<file path="src/rtl/dec_scan_seq.sv">
// dec_scan_seq: round-robin select/enable sequencer feeding a 2-to-4 enable decoder.
// Each masked-in index is shown for DWELL cycles, then blanked for BLANK cycles.
module dec_scan_seq #(
    parameter int unsigned DWELL = 1000,
    parameter int unsigned BLANK = 8,
    parameter int unsigned CNT_W = 16
) (
    input  logic       clk,
    input  logic       rst_n,
    input  logic       run,
    input  logic [3:0] mask,
    output logic [1:0] sel,
    output logic       en,
    output logic       frame_done
);

    localparam int unsigned SEL_W = 2;

    typedef enum logic [1:0] {
        S_IDLE  = 2'd0,
        S_SHOW  = 2'd1,
        S_BLANK = 2'd2
    } state_t;

    state_t             state;
    logic [CNT_W-1:0]   cnt;
    logic [SEL_W-1:0]   first_idx;
    logic [SEL_W-1:0]   next_idx;
    logic               next_wrap;

    // Lowest set bit of mask, used when starting from IDLE.
    always_comb begin
        first_idx = '0;
        for (int i = 3; i >= 0; i--) begin
            if (mask[i]) begin
                first_idx = SEL_W'(i);
            end
        end
    end

    // Next set mask bit searched circularly from sel+1 through sel itself.
    always_comb begin
        logic       found;
        logic [SEL_W-1:0] cand;
        found    = 1'b0;
        cand     = '0;
        next_idx = sel;
        for (int k = 1; k <= 4; k++) begin
            cand = sel + SEL_W'(k);
            if (!found && mask[cand]) begin
                found    = 1'b1;
                next_idx = cand;
            end
        end
        next_wrap = (next_idx <= sel);
    end

    // Sequencer FSM with registered sel/en/frame_done.
    always_ff @(posedge clk or negedge rst_n) begin
        if (!rst_n) begin
            state      <= S_IDLE;
            cnt        <= '0;
            sel        <= '0;
            en         <= 1'b0;
            frame_done <= 1'b0;
        end else begin
            frame_done <= 1'b0;
            case (state)
                S_IDLE: begin
                    en  <= 1'b0;
                    cnt <= '0;
                    if (run && (mask != 4'b0000)) begin
                        sel   <= first_idx;
                        state <= S_SHOW;
                        en    <= 1'b1;
                    end
                end
                S_SHOW: begin
                    if (!run) begin
                        state <= S_IDLE;
                        en    <= 1'b0;
                        cnt   <= '0;
                    end else if (cnt == CNT_W'(DWELL - 1)) begin
                        state <= S_BLANK;
                        en    <= 1'b0;
                        cnt   <= '0;
                    end else begin
                        cnt <= cnt + CNT_W'(1);
                    end
                end
                S_BLANK: begin
                    if (!run) begin
                        state <= S_IDLE;
                        en    <= 1'b0;
                        cnt   <= '0;
                    end else if (cnt == CNT_W'(BLANK - 1)) begin
                        cnt <= '0;
                        if (mask != 4'b0000) begin
                            sel        <= next_idx;
                            state      <= S_SHOW;
                            en         <= 1'b1;
                            frame_done <= next_wrap;
                        end else begin
                            state <= S_IDLE;
                        end
                    end else begin
                        cnt <= cnt + CNT_W'(1);
                    end
                end
                default: begin
                    state <= S_IDLE;
                    en    <= 1'b0;
                    cnt   <= '0;
                end
            endcase
        end
    end

endmodule

</file>
<file path="config.mk">
export PLATFORM = sky130hd
export DESIGN_NAME = dec_scan_seq
export DESIGN_NICKNAME = d
export VERILOG_FILES = /design/src/rtl/dec_scan_seq.sv
export SDC_FILE = /design/constraint.sdc
export NUM_CORES = 1
export LEC_CHECK = 0
export BUFFER_PORTS_ARGS = -buffer_cell sky130_fd_sc_hd__buf_2
export CORE_UTILIZATION = 35
export CTS_CLUSTER_SIZE = 30
export DETAILED_ROUTE_END_ITERATION = 8
export PLACE_DENSITY_LB_ADDON = 0.12
export SLEW_MARGIN = 20
export SYNTH_ARGS = -nofsm -noshare
export SYNTH_HDL_FRONTEND = slang
export SYNTH_SLANG_ARGS = --single-unit
</file>
<file path="constraint.sdc">
create_clock -name clk -period 2.4 [get_ports clk]
set_input_delay 0 -clock clk [delete_from_list [all_inputs] [get_ports clk]]
set_output_delay 0 -clock clk [all_outputs]
set_load 0.02 [all_outputs]
</file>
==> reports/metrics.yaml, run 1 <==
status:
  status: "complete, no violations"
cts:
  clock-sinks: 22
  clkSlewWorstSetupHoldPaths_ns: 0.08
  cts_max_path_buffers: 2
  cts_root_buf: "clkbuf_8"
  htree_levels: 1
  cts_setup_buffers: 0
  clk_latency_ns: 0.26
  cts_tree: "done"
  cts_buffers: 3
timing:
  slew_viol_final: 0
  finalClockSkew_ns: 0.00563
  min_period_over_period_pct: 80.0
  timing.final.hold_violations: 0
  setup-tns-final_ns: 0
  slew_headroom_pct: 68.2
  fmax_mhz: 521
  setup_slack_ns: 0.481
  min_period_ns: 1.92
  holdWs_ns: 0.0383
  setup_violations: 0
  rsz0062_at_grt: "no"
  worst_slew_pin_slew_ns: 0.474
synth:
  ys_seq_elements: 22
  yosysTopAreaCellShare_pct: 39.9
  synth_compound_area_share_pct: 12.1
  syn-cell-area_sq_um: 1380
  syn_area_per_cell_sq_um: 9.73
  async_flop_share_pct: 100
  synth-edff-count: 0
  synth_nets: 156
  ys_seq_area_share_pct: 39.9
  synthFlopType: "dfrtp_1"
  synth-simple-area-share_pct: 26.1
  synth.most_common_cell: "dfrtp_1"
  synth_top_family_by_area: "simple AND/OR/NAND/NOR gates"
  synth_top_area_cell: "dfrtp_1"
  muxShareOfSynthArea_pct: 3.44
  synth-adder-area-share_pct: 6.34
  netlist_instances: 142
  yosysWarnings: 0
  ys_top_cells_by_area: "dfrtp_1 40%, ha_1 6.3%, xor2_1 5.7%, nor2_1 5.2%, xnor2_1 3.2%"
  ys_types: 38
  synthXorXnorAreaFrac_pct: 8.88
  synth_commonest_cells: "22 x dfrtp_1, 19 x nor2_1, 10 x nand2_1"
detailed_routing:
  met3_length_um: 61
  drc: 0
  wire_per_inst_um: 12.3
  ant_nets: 0
  routed_via_density: 5.07
  vias: 1024
  drtPass1Iterations: 4
  drt-initial-drc-count: 29
  finalWirelength_mm: 2.49
  wl_met1_mm: 1.27
  met2_length_mm: 1.13
  highest_layer: "met4"
finish:
  nNetsFinal: 170
  final.fill_count: 376
  n_antenna_cell: 0
  drive_gt1_share_pct: 17.5
  final_cells: 202
  area_delta_synth_final_pct: 10.6
  postLayoutCoreUtil_pct: 41.1
placed_design:
  dp_slack_ns: 0.503
  hpwl_mm: 1.85
  io_buffer_count: 10
  gp_congestion: 0.768
  dp_cells: 198
critical_path:
  arrival_ns: 2.07
  cpMostUsedCell: "mux2_2"
  worstSetupPathType: "reg -> reg"
  end_kind: "flip-flop"
  cp_data_required_time_ns: 2.55
  max_stage_delay_ns: 0.36
  r2r_slack_ns: 0.48
  crit_fanout: 6
  path_cells: "ha_1 -> and4bb_2 -> nand4_2 -> mux2_2 -> nor2_2 -> mux2_2"
  critPathSlowestCell: "dfrtp_1"
  start_kind: "flip-flop"
global_routing:
  grt_pass1_vias: 1001
  grt_antenna_before_repair: 0
  grt_pass1_wl_mm: 4.46
  grt_util_all_layers_pct: 13.7
  grt-ovfl-total: 0
  grt_max_degree: 23
power:
  intPower_uw: 721
  combPwrFrac_pct: 39.3
  seq_power_share_pct: 41.3
  p_clk_share_pct: 19.4
  switchingPower_uw: 416
  power.density_nw_per_um2: 744
  leakagePower_uw: 0.000653
  peakVddDrop_mv: 0.224
  netSwitchingFraction_pct: 36.6
floorplan:
  chipWidth_um: 64.8
  start_util_pct: 37.2
  rows: 22
  core_area_sq_um: 3720
  die_area_sq_um: 4200
  ioPinCount: 11
  die_h_um: 64.8
min_path:
  hp-class: "in -> reg"
flow_run:
  cap_viol_max_count: 0
==> stage by stage <==
step                power, uW  cell area, sq um
finish                   1140              1530
global route             1230              1530
CTS                      1160              1530
detailed placement        928              1480
global placement          917              1480
floorplan                 827              1380
==> routing by layer <==
metal / up-vias / global-route usage, %
met3: 2 / 2.64
met4: 0 / 5.00
met1: 487 / 17.4
met5: - / 0
li1: 523 / -
met2: 12 / 22.9
==> layout by cell type, fill, tap and decap left out, drive strengths merged, types with 3 or more instances in the layout <==
cell	netlist	routed
buf	1	10
and3	3	3
o21ai	8	8
nand2	10	10
clkbuf	1	3
xor2	9	9
nand3	7	7
xnor2	5	5
nor4	5	5
inv	8	8
a21oi	6	6
mux2	3	3
and4	5	5
nor2	20	20
nand4	3	3
dfrtp	22	22
ha	7	7
nor3	3	3
==> layout make-up <==
type	instances	area, sq um	area share, %
Multi-Input combinational cell	110	786	51.4
Tap cell	48	60.1	3.93
Sequential cell	22	551	36.0
Inverter	8	30.0	1.97
Timing Repair Buffer	11	60.1	3.93
Clock buffer	3	41.3	2.70
==> cell families (layout without fill, tap and decap cells) <==
kind of cell             Yosys count  count (layout)
AND/OR/NAND/NOR                   63              63
AO/OA/AOI/OAI                     22              22
flip-flops                        22              22
XOR/XNOR                          14              14
buffers and inverters             10              22
adder cells (fa/ha/maj)            7               7
multiplexers                       4               4
==> state kept, by name, indices dropped and copies added (netlist names) <==
signal and count:
cnt 16, state 2, frame_done 1, en 1, sel 2
==> power groups by stage <==
stage | Combinational (uW) | Sequential (uW) | Clock (uW)
floorplan | 344 | 483 | 0
global placement | 444 | 473 | 0
detailed placement | 450 | 477 | 0
CTS | 453 | 470 | 234
global route | 506 | 481 | 247
finish | 447 | 469 | 220
==> critical path: cells and delay by family (launching register included) <==
family | cells | cell delay, ns
adders and majority gates | 1 | 0.25
and+or+nand+nor | 3 | 0.54
muxes | 2 | 0.65
DFF | 1 | 0.36
==> timing repair <==
action / CTS / global route
resized for setup: 0 / 0
hold endpoints to repair: 22 / 0
hold buffers: 1 / 0
==> final timing paths <==
| kind | end | startpoint | cells past startpoint |
|---|---|---|---|
| worst max-delay path | sel[0] | cnt[0] | 6 |
| worst min-delay path | en | run | 3 |
| worst max register to register | sel[0] | cnt[0] | 6 |
| worst min register to register | cnt[0] | cnt[0] | 1 |
| max in group asynchronous | en | rst_n | 2 |
| min in group asynchronous | cnt[6] | rst_n | 2 |
(Power assumes the default switching activity.)
==> run 2, diff against run 1 <==
ABC_AREA = 1   (was default)
clock period = 1.9 ns   (was 2.4 ns; I/O delays follow)
==> reports/metrics.yaml, run 2 <==
status:
  violations: "negative setup slack"
  status: "finished, violations left"
critical_path:
  arrival_ns: 2.09
  worstSetupPathType: "reg -> reg"
  start_kind: "flip-flop"
  crit_fanout: 7
  reg2reg_depth: 15
  cp_data_required_time_ns: 2.05
  end_kind: "flip-flop"
min_path:
  hp-class: "in -> reg"
  whs_path_depth: 3
timing:
  min_period_ns: 1.94
  rsz0062_at_grt: "yes"
  slew_headroom_pct: 66.5
  worst_slew_pin_slew_ns: 0.502
  holdWs_ns: 0.0936
  fmax_mhz: 515
  slew_viol_final: 0
  setup_violations: 2
  finalClockSkew_ns: 0.00464
  min_period_over_period_pct: 102
  setup_slack_ns: -0.0428
  timing.final.hold_violations: 0
floorplan:
  die_area_sq_um: 4730
  ioPinCount: 11
  die_h_um: 68.8
  core_area_sq_um: 4140
  start_util_pct: 37.7
  rows: 23
  chipWidth_um: 68.8
synth:
  ys_seq_elements: 22
  synth_commonest_cells: "55 x nand2_1, 33 x nor2_1, 22 x dfrtp_1, 22 x inv_1, 15 x nand3_1"
  synthXorXnorAreaFrac_pct: 3.93
  yosysTopAreaCellShare_pct: 35.3
  syn_area_per_cell_sq_um: 7.16
  synth_compound_area_share_pct: 5.93
  yosysWarnings: 0
  synth-simple-area-share_pct: 40.9
  netlist_instances: 218
  syn-cell-area_sq_um: 1560
  synth_top_area_cell: "dfrtp_1"
  ys_top_cells_by_area: "dfrtp_1 35%, nand2_1 13%, nor2_1 7.9%, ha_1 5.6%, inv_1 5.3%"
  synthFlopType: "dfrtp_1"
  synth-edff-count: 0
  async_flop_share_pct: 100
  synth_nets: 232
  muxShareOfSynthArea_pct: 0
  ys_types: 25
  synth.most_common_cell: "nand2_1"
  synth-adder-area-share_pct: 5.61
  synth_top_family_by_area: "simple AND/OR/NAND/NOR gates"
  ys_seq_area_share_pct: 35.3
global_routing:
  grt_max_degree: 23
  grt_pass1_vias: 1206
  grt_antenna_before_repair: 0
  grt_pass1_wl_mm: 5.42
  grt-ovfl-total: 0
  grt_util_all_layers_pct: 15.5
cts:
  cts_max_path_buffers: 2
  cts_buffers: 3
  htree_levels: 1
  cts_tree: "done"
  cts_root_buf: "clkbuf_8"
  clkSlewWorstSetupHoldPaths_ns: 0.07
  clock-sinks: 22
  clk_latency_ns: 0.26
finish:
  drive_gt1_share_pct: 31.7
  nNetsFinal: 261
  mostFrequentLayoutCells: "46 x nand2_1, 33 x nor2_1, 20 x inv_1, 20 x dfrtp_1, 14 x buf_4"
  fin_area_sq_um: 1980
  top_register: "cnt"
  layout_commonest_cell: "nand2_1"
  area_delta_synth_final_pct: 27.1
  n_antenna_cell: 0
  largestRegisters: "cnt: 16 flops, sel: 2 flops, state: 2 flops"
  largest_reg_flops: 16
placed_design:
  gp_congestion: 0.775
  hpwl_mm: 2.38
  io_buffer_count: 10
  post_dp_cell_area_sq_um: 1700
detailed_routing:
  drc: 0
  vias: 1392
  ant_nets: 0
  drtPass1Iterations: 4
  wire_per_inst_um: 11.4
  drt-initial-drc-count: 73
  finalWirelength_mm: 3.37
  routed_via_density: 4.70
power:
  peakVddDrop_mv: 0.610
  power.density_nw_per_um2: 1350
  leakagePower_uw: 0.000967
  power.total_uw: 2680
flow_run:
  cap_viol_max_count: 0
run 2: cells by family after synthesis:
group,after synthesis
AOI/OAI and AO/OA,17
DFF,22
adders and majority gates,7
buffers and inverters,30
xor gates and xnor gates,7
and+or+nand+nor,135
run 2: layout make-up:
| class | count | area [sq um] |
|---|---|---|
| Clock buffer | 4 | 55.1 |
| Timing Repair Buffer | 26 | 176 |
| Sequential cell | 22 | 553 |
| Tap cell | 50 | 62.6 |
| Inverter | 28 | 118 |
| Fill cell | 433 | 2160 |
| Multi-Input combinational cell | 166 | 1020 |
run 2: metrics by stage:
stage | util [%] | TNS, ns | setup slack (ns) | instances
after detailed placement | 40.9 | -0.0390 | -0.0390 | 279
after floorplan | - | 0 | 0.00150 | 218
after global placement | 40.9 | -0.0600 | -0.0600 | 279
after CTS | 44.8 | 0 | 0.000687 | 294
final | 47.9 | -0.0697 | -0.0428 | 296
after global routing | 47.9 | -0.389 | -0.221 | 296
run 2: per-layer routing:
metal  share of wire, %  GRT usage, %  vias up
met2                 46          24.6       20
met1                 51          21.7      620
met4                1.3          5.36        0
met3                1.8          1.64        6
li1                   -             -      746
met5                  0             0        -
run 2: where the power goes:
part	leakage (uW)	switching, uW	internal (uW)
Combinational	0.000642	1020	723
Clock	0.0000288	144	184
Sequential	0.000297	84.1	530
Total	0.000967	1250	1440
run 2: worst paths after layout:
check,from,slack [ns],to
max,sel[0],-0.04,frame_done
min reg2reg,cnt[0],0.47,cnt[0]
min,run,0.09,state[1]
min in group asynchronous,rst_n,0.24,cnt[12]
max in group asynchronous,rst_n,1.29,sel[0]
max reg2reg,sel[0],-0.04,frame_done
run 2: critical path: stages, from the launching register on:
cell and delay [ns]:
dfrtp_2 0.46, clkinv_4 0.13, nand2_2 0.09, nand2_2 0.06, nand2_2 0.08, nand2_4 0.09, a21oi_4 0.15, nand3_2 0.11
nand2_2 0.09, inv_2 0.04, ha_4 0.26, inv_2 0.02, nor2_1 0.08, o21ai_1 0.08, nand2_1 0.06, nor2_1 0.04
run 2: repair_timing:
item	in CTS	in global routing
buffers inserted	10	2
resized for setup	8	24
hold buffers	1	0
setup endpoints to repair	1	2
pin swaps	7	12
endpoints found under the hold margin	22	0
==> run 3, diff against run 2 <==
ABC_AREA = default   (was 1)
SLEW_MARGIN = 40   (was 20)
==> reports/metrics.yaml, run 3 (same netlist as run 1, synthesis figures left out) <==
floorplan:
  die_area_sq_um: 4200
  core_area_sq_um: 3720
  ioPinCount: 11
  start_util_pct: 37.2
  die_h_um: 64.8
  chipWidth_um: 64.8
  rows: 22
critical_path:
  critPathSlowestCell: "dfrtp_1"
  crit_buf_inv: 0
  max_stage_delay_ns: 0.42
  end_kind: "flip-flop"
  path_delay_family: "simple AND/OR/NAND/NOR gates"
  cpMostUsedCell: "mux2_2"
  cp_data_required_time_ns: 2.06
  arrival_ns: 1.96
  worstReg2RegStart: "cnt[4]"
  r2r_slack_ns: 0.11
  crit_fanout: 4
  path_cells: "nor4_2 -> nand4_2 -> mux2_2 -> nor2_2 -> mux2_2"
  reg2reg_depth: 5
  start_kind: "flip-flop"
  rr_endpoint: "sel[0]"
  worstSetupPathType: "reg -> reg"
cts:
  cts_root_buf: "clkbuf_8"
  htree_levels: 1
  cts_buffers: 3
  clkSlewWorstSetupHoldPaths_ns: 0.09
  cts_tree: "done"
  cts_setup_buffers: 0
  clk_latency_ns: 0.27
  cts_max_path_buffers: 2
  clock-sinks: 22
placed_design:
  hpwl_mm: 2.07
  io_buffer_count: 10
  post_dp_cell_area_sq_um: 1540
  gp_congestion: 0.756
detailed_routing:
  wire_per_inst_um: 13.3
  drt-initial-drc-count: 47
  drc: 0
  vias: 1075
  drtPass1Iterations: 4
  routed_via_density: 5.12
  finalWirelength_mm: 2.79
  ant_nets: 0
min_path:
  whs_path_depth: 3
  hp-class: "in -> reg"
  hp-start: "run"
  worstHoldEndpoint: "en"
timing:
  fmax_mhz: 557
  min_period_ns: 1.79
  finalClockSkew_ns: 0.00681
  rsz0062_at_grt: "no"
  min_period_over_period_pct: 94.5
  slew_headroom_pct: 65.3
  worst_slew_pin_slew_ns: 0.521
  setup-tns-final_ns: 0
  setup_violations: 0
  slew_viol_final: 0
  timing.final.hold_violations: 0
finish:
  postLayoutCoreUtil_pct: 43.2
  largestRegisters: "cnt: 16 flops, sel: 2 flops, state: 2 flops"
  largest_reg_flops: 16
  multiInputGateArea_sq_um: 786
  fin_area_sq_um: 1610
  ff_latch_area_sq_um: 551
  drive_gt1_share_pct: 21.6
  area_delta_synth_final_pct: 16.3
  n_antenna_cell: 0
  final.fill_count: 361
  nNetsFinal: 177
  mostFrequentLayoutCells: "22 x dfrtp_1, 19 x nor2_1, 10 x nand2_1, 10 x buf_2, 9 x xor2_1"
  top_register: "cnt"
  layout_commonest_cell: "dfrtp_1"
power:
  leakagePower_uw: 0.000702
  combPwrFrac_pct: 39.1
  seq_power_share_pct: 38.6
  switchingPower_uw: 568
  peakVddDrop_mv: 0.268
  p_clk_share_pct: 22.4
  netSwitchingFraction_pct: 36.7
  power.density_nw_per_um2: 963
  intPower_uw: 978
  power.total_uw: 1550
status:
  status: "complete, no violations"
global_routing:
  grt_max_degree: 23
  grt_util_all_layers_pct: 15.3
  grt-ovfl-total: 0
  grt_pass1_vias: 1111
  grt_antenna_before_repair: 0
  grt_pass1_wl_mm: 4.90
flow_run:
  cap_viol_max_count: 0
## run 3: cell count changes in the layout (fill, tap and decap cells not counted), moves of 4 or more
cell / previous run / this run
and4_1: 0 / 4
buf_4: 14 / 6
inv_1: 20 / 8
inv_2: 5 / 0
nand2_1: 46 / 10
nand2_2: 13 / 0
nand2_4: 7 / 0
nand3_1: 11 / 6
nor2_1: 33 / 19
nor3_1: 8 / 3
xor2_1: 5 / 9
## run 3: worst max path at each step
stage           start    endpoint  slack (ns)  cells after the start
6_report       cnt[4]      sel[0]        0.11                      5
5_1_grt        sel[1]  frame_done        0.02                      8
4_1_cts        cnt[4]      sel[0]        0.08                      5
3_5_place_dp   cnt[4]      sel[0]        0.09                      5
3_3_place_gp   cnt[3]      sel[0]        0.12                      5
2_1_floorplan  cnt[0]      sel[0]        0.12                      6
## run 3: metrics by stage
stage / hold slack, ns / setup slack [ns] / std cells
global placement: -0.00175 / 0.124 / 205
detailed placement: 0.00941 / 0.0884 / 205
global route: 0.0449 / 0.0212 / 210
finish: 0.0277 / 0.105 / 210
floorplan: -0.296 / 0.119 / 142
CTS: 0.0195 / 0.0847 / 210
## run 3: power groups by stage
| stage | logic [uW] | registers (uW) | clock network (uW) |
|---|---|---|---|
| floorplan | 434 | 611 | 0 |
| global placement | 589 | 599 | 0 |
| detailed placement | 604 | 606 | 0 |
| CTS | 608 | 596 | 358 |
| global route | 679 | 611 | 371 |
| finish | 604 | 596 | 346 |
## run 3: final cells by class
type / count / area share (%)
Clock buffer: 4 / 3.43
Inverter: 8 / 1.87
Multi-Input combinational cell: 110 / 48.9
Sequential cell: 22 / 34.3
Tap cell: 48 / 3.74
Timing Repair Buffer: 18 / 7.79
## run 3: tightest hold or removal path, delay by kind of cell
kind	cells	cell delay, ns
AOI/OAI and AO/OA	1	0.06
buffers and inverters	1	0.14
and+or+nand+nor	1	0.06
## run 3: layer usage
layer | track usage (%) | wire length, um
met1 | 17.9 | 1320
met3 | 2.64 | 72
met5 | 0 | 0
met4 | 6.67 | 47
met2 | 27.2 | 1350
## run 3: what timing repair did
action / in CTS / in global routing
endpoints found under the hold margin: 22 / 0
resized for setup: 0 / 0
hold buffers: 1 / 0
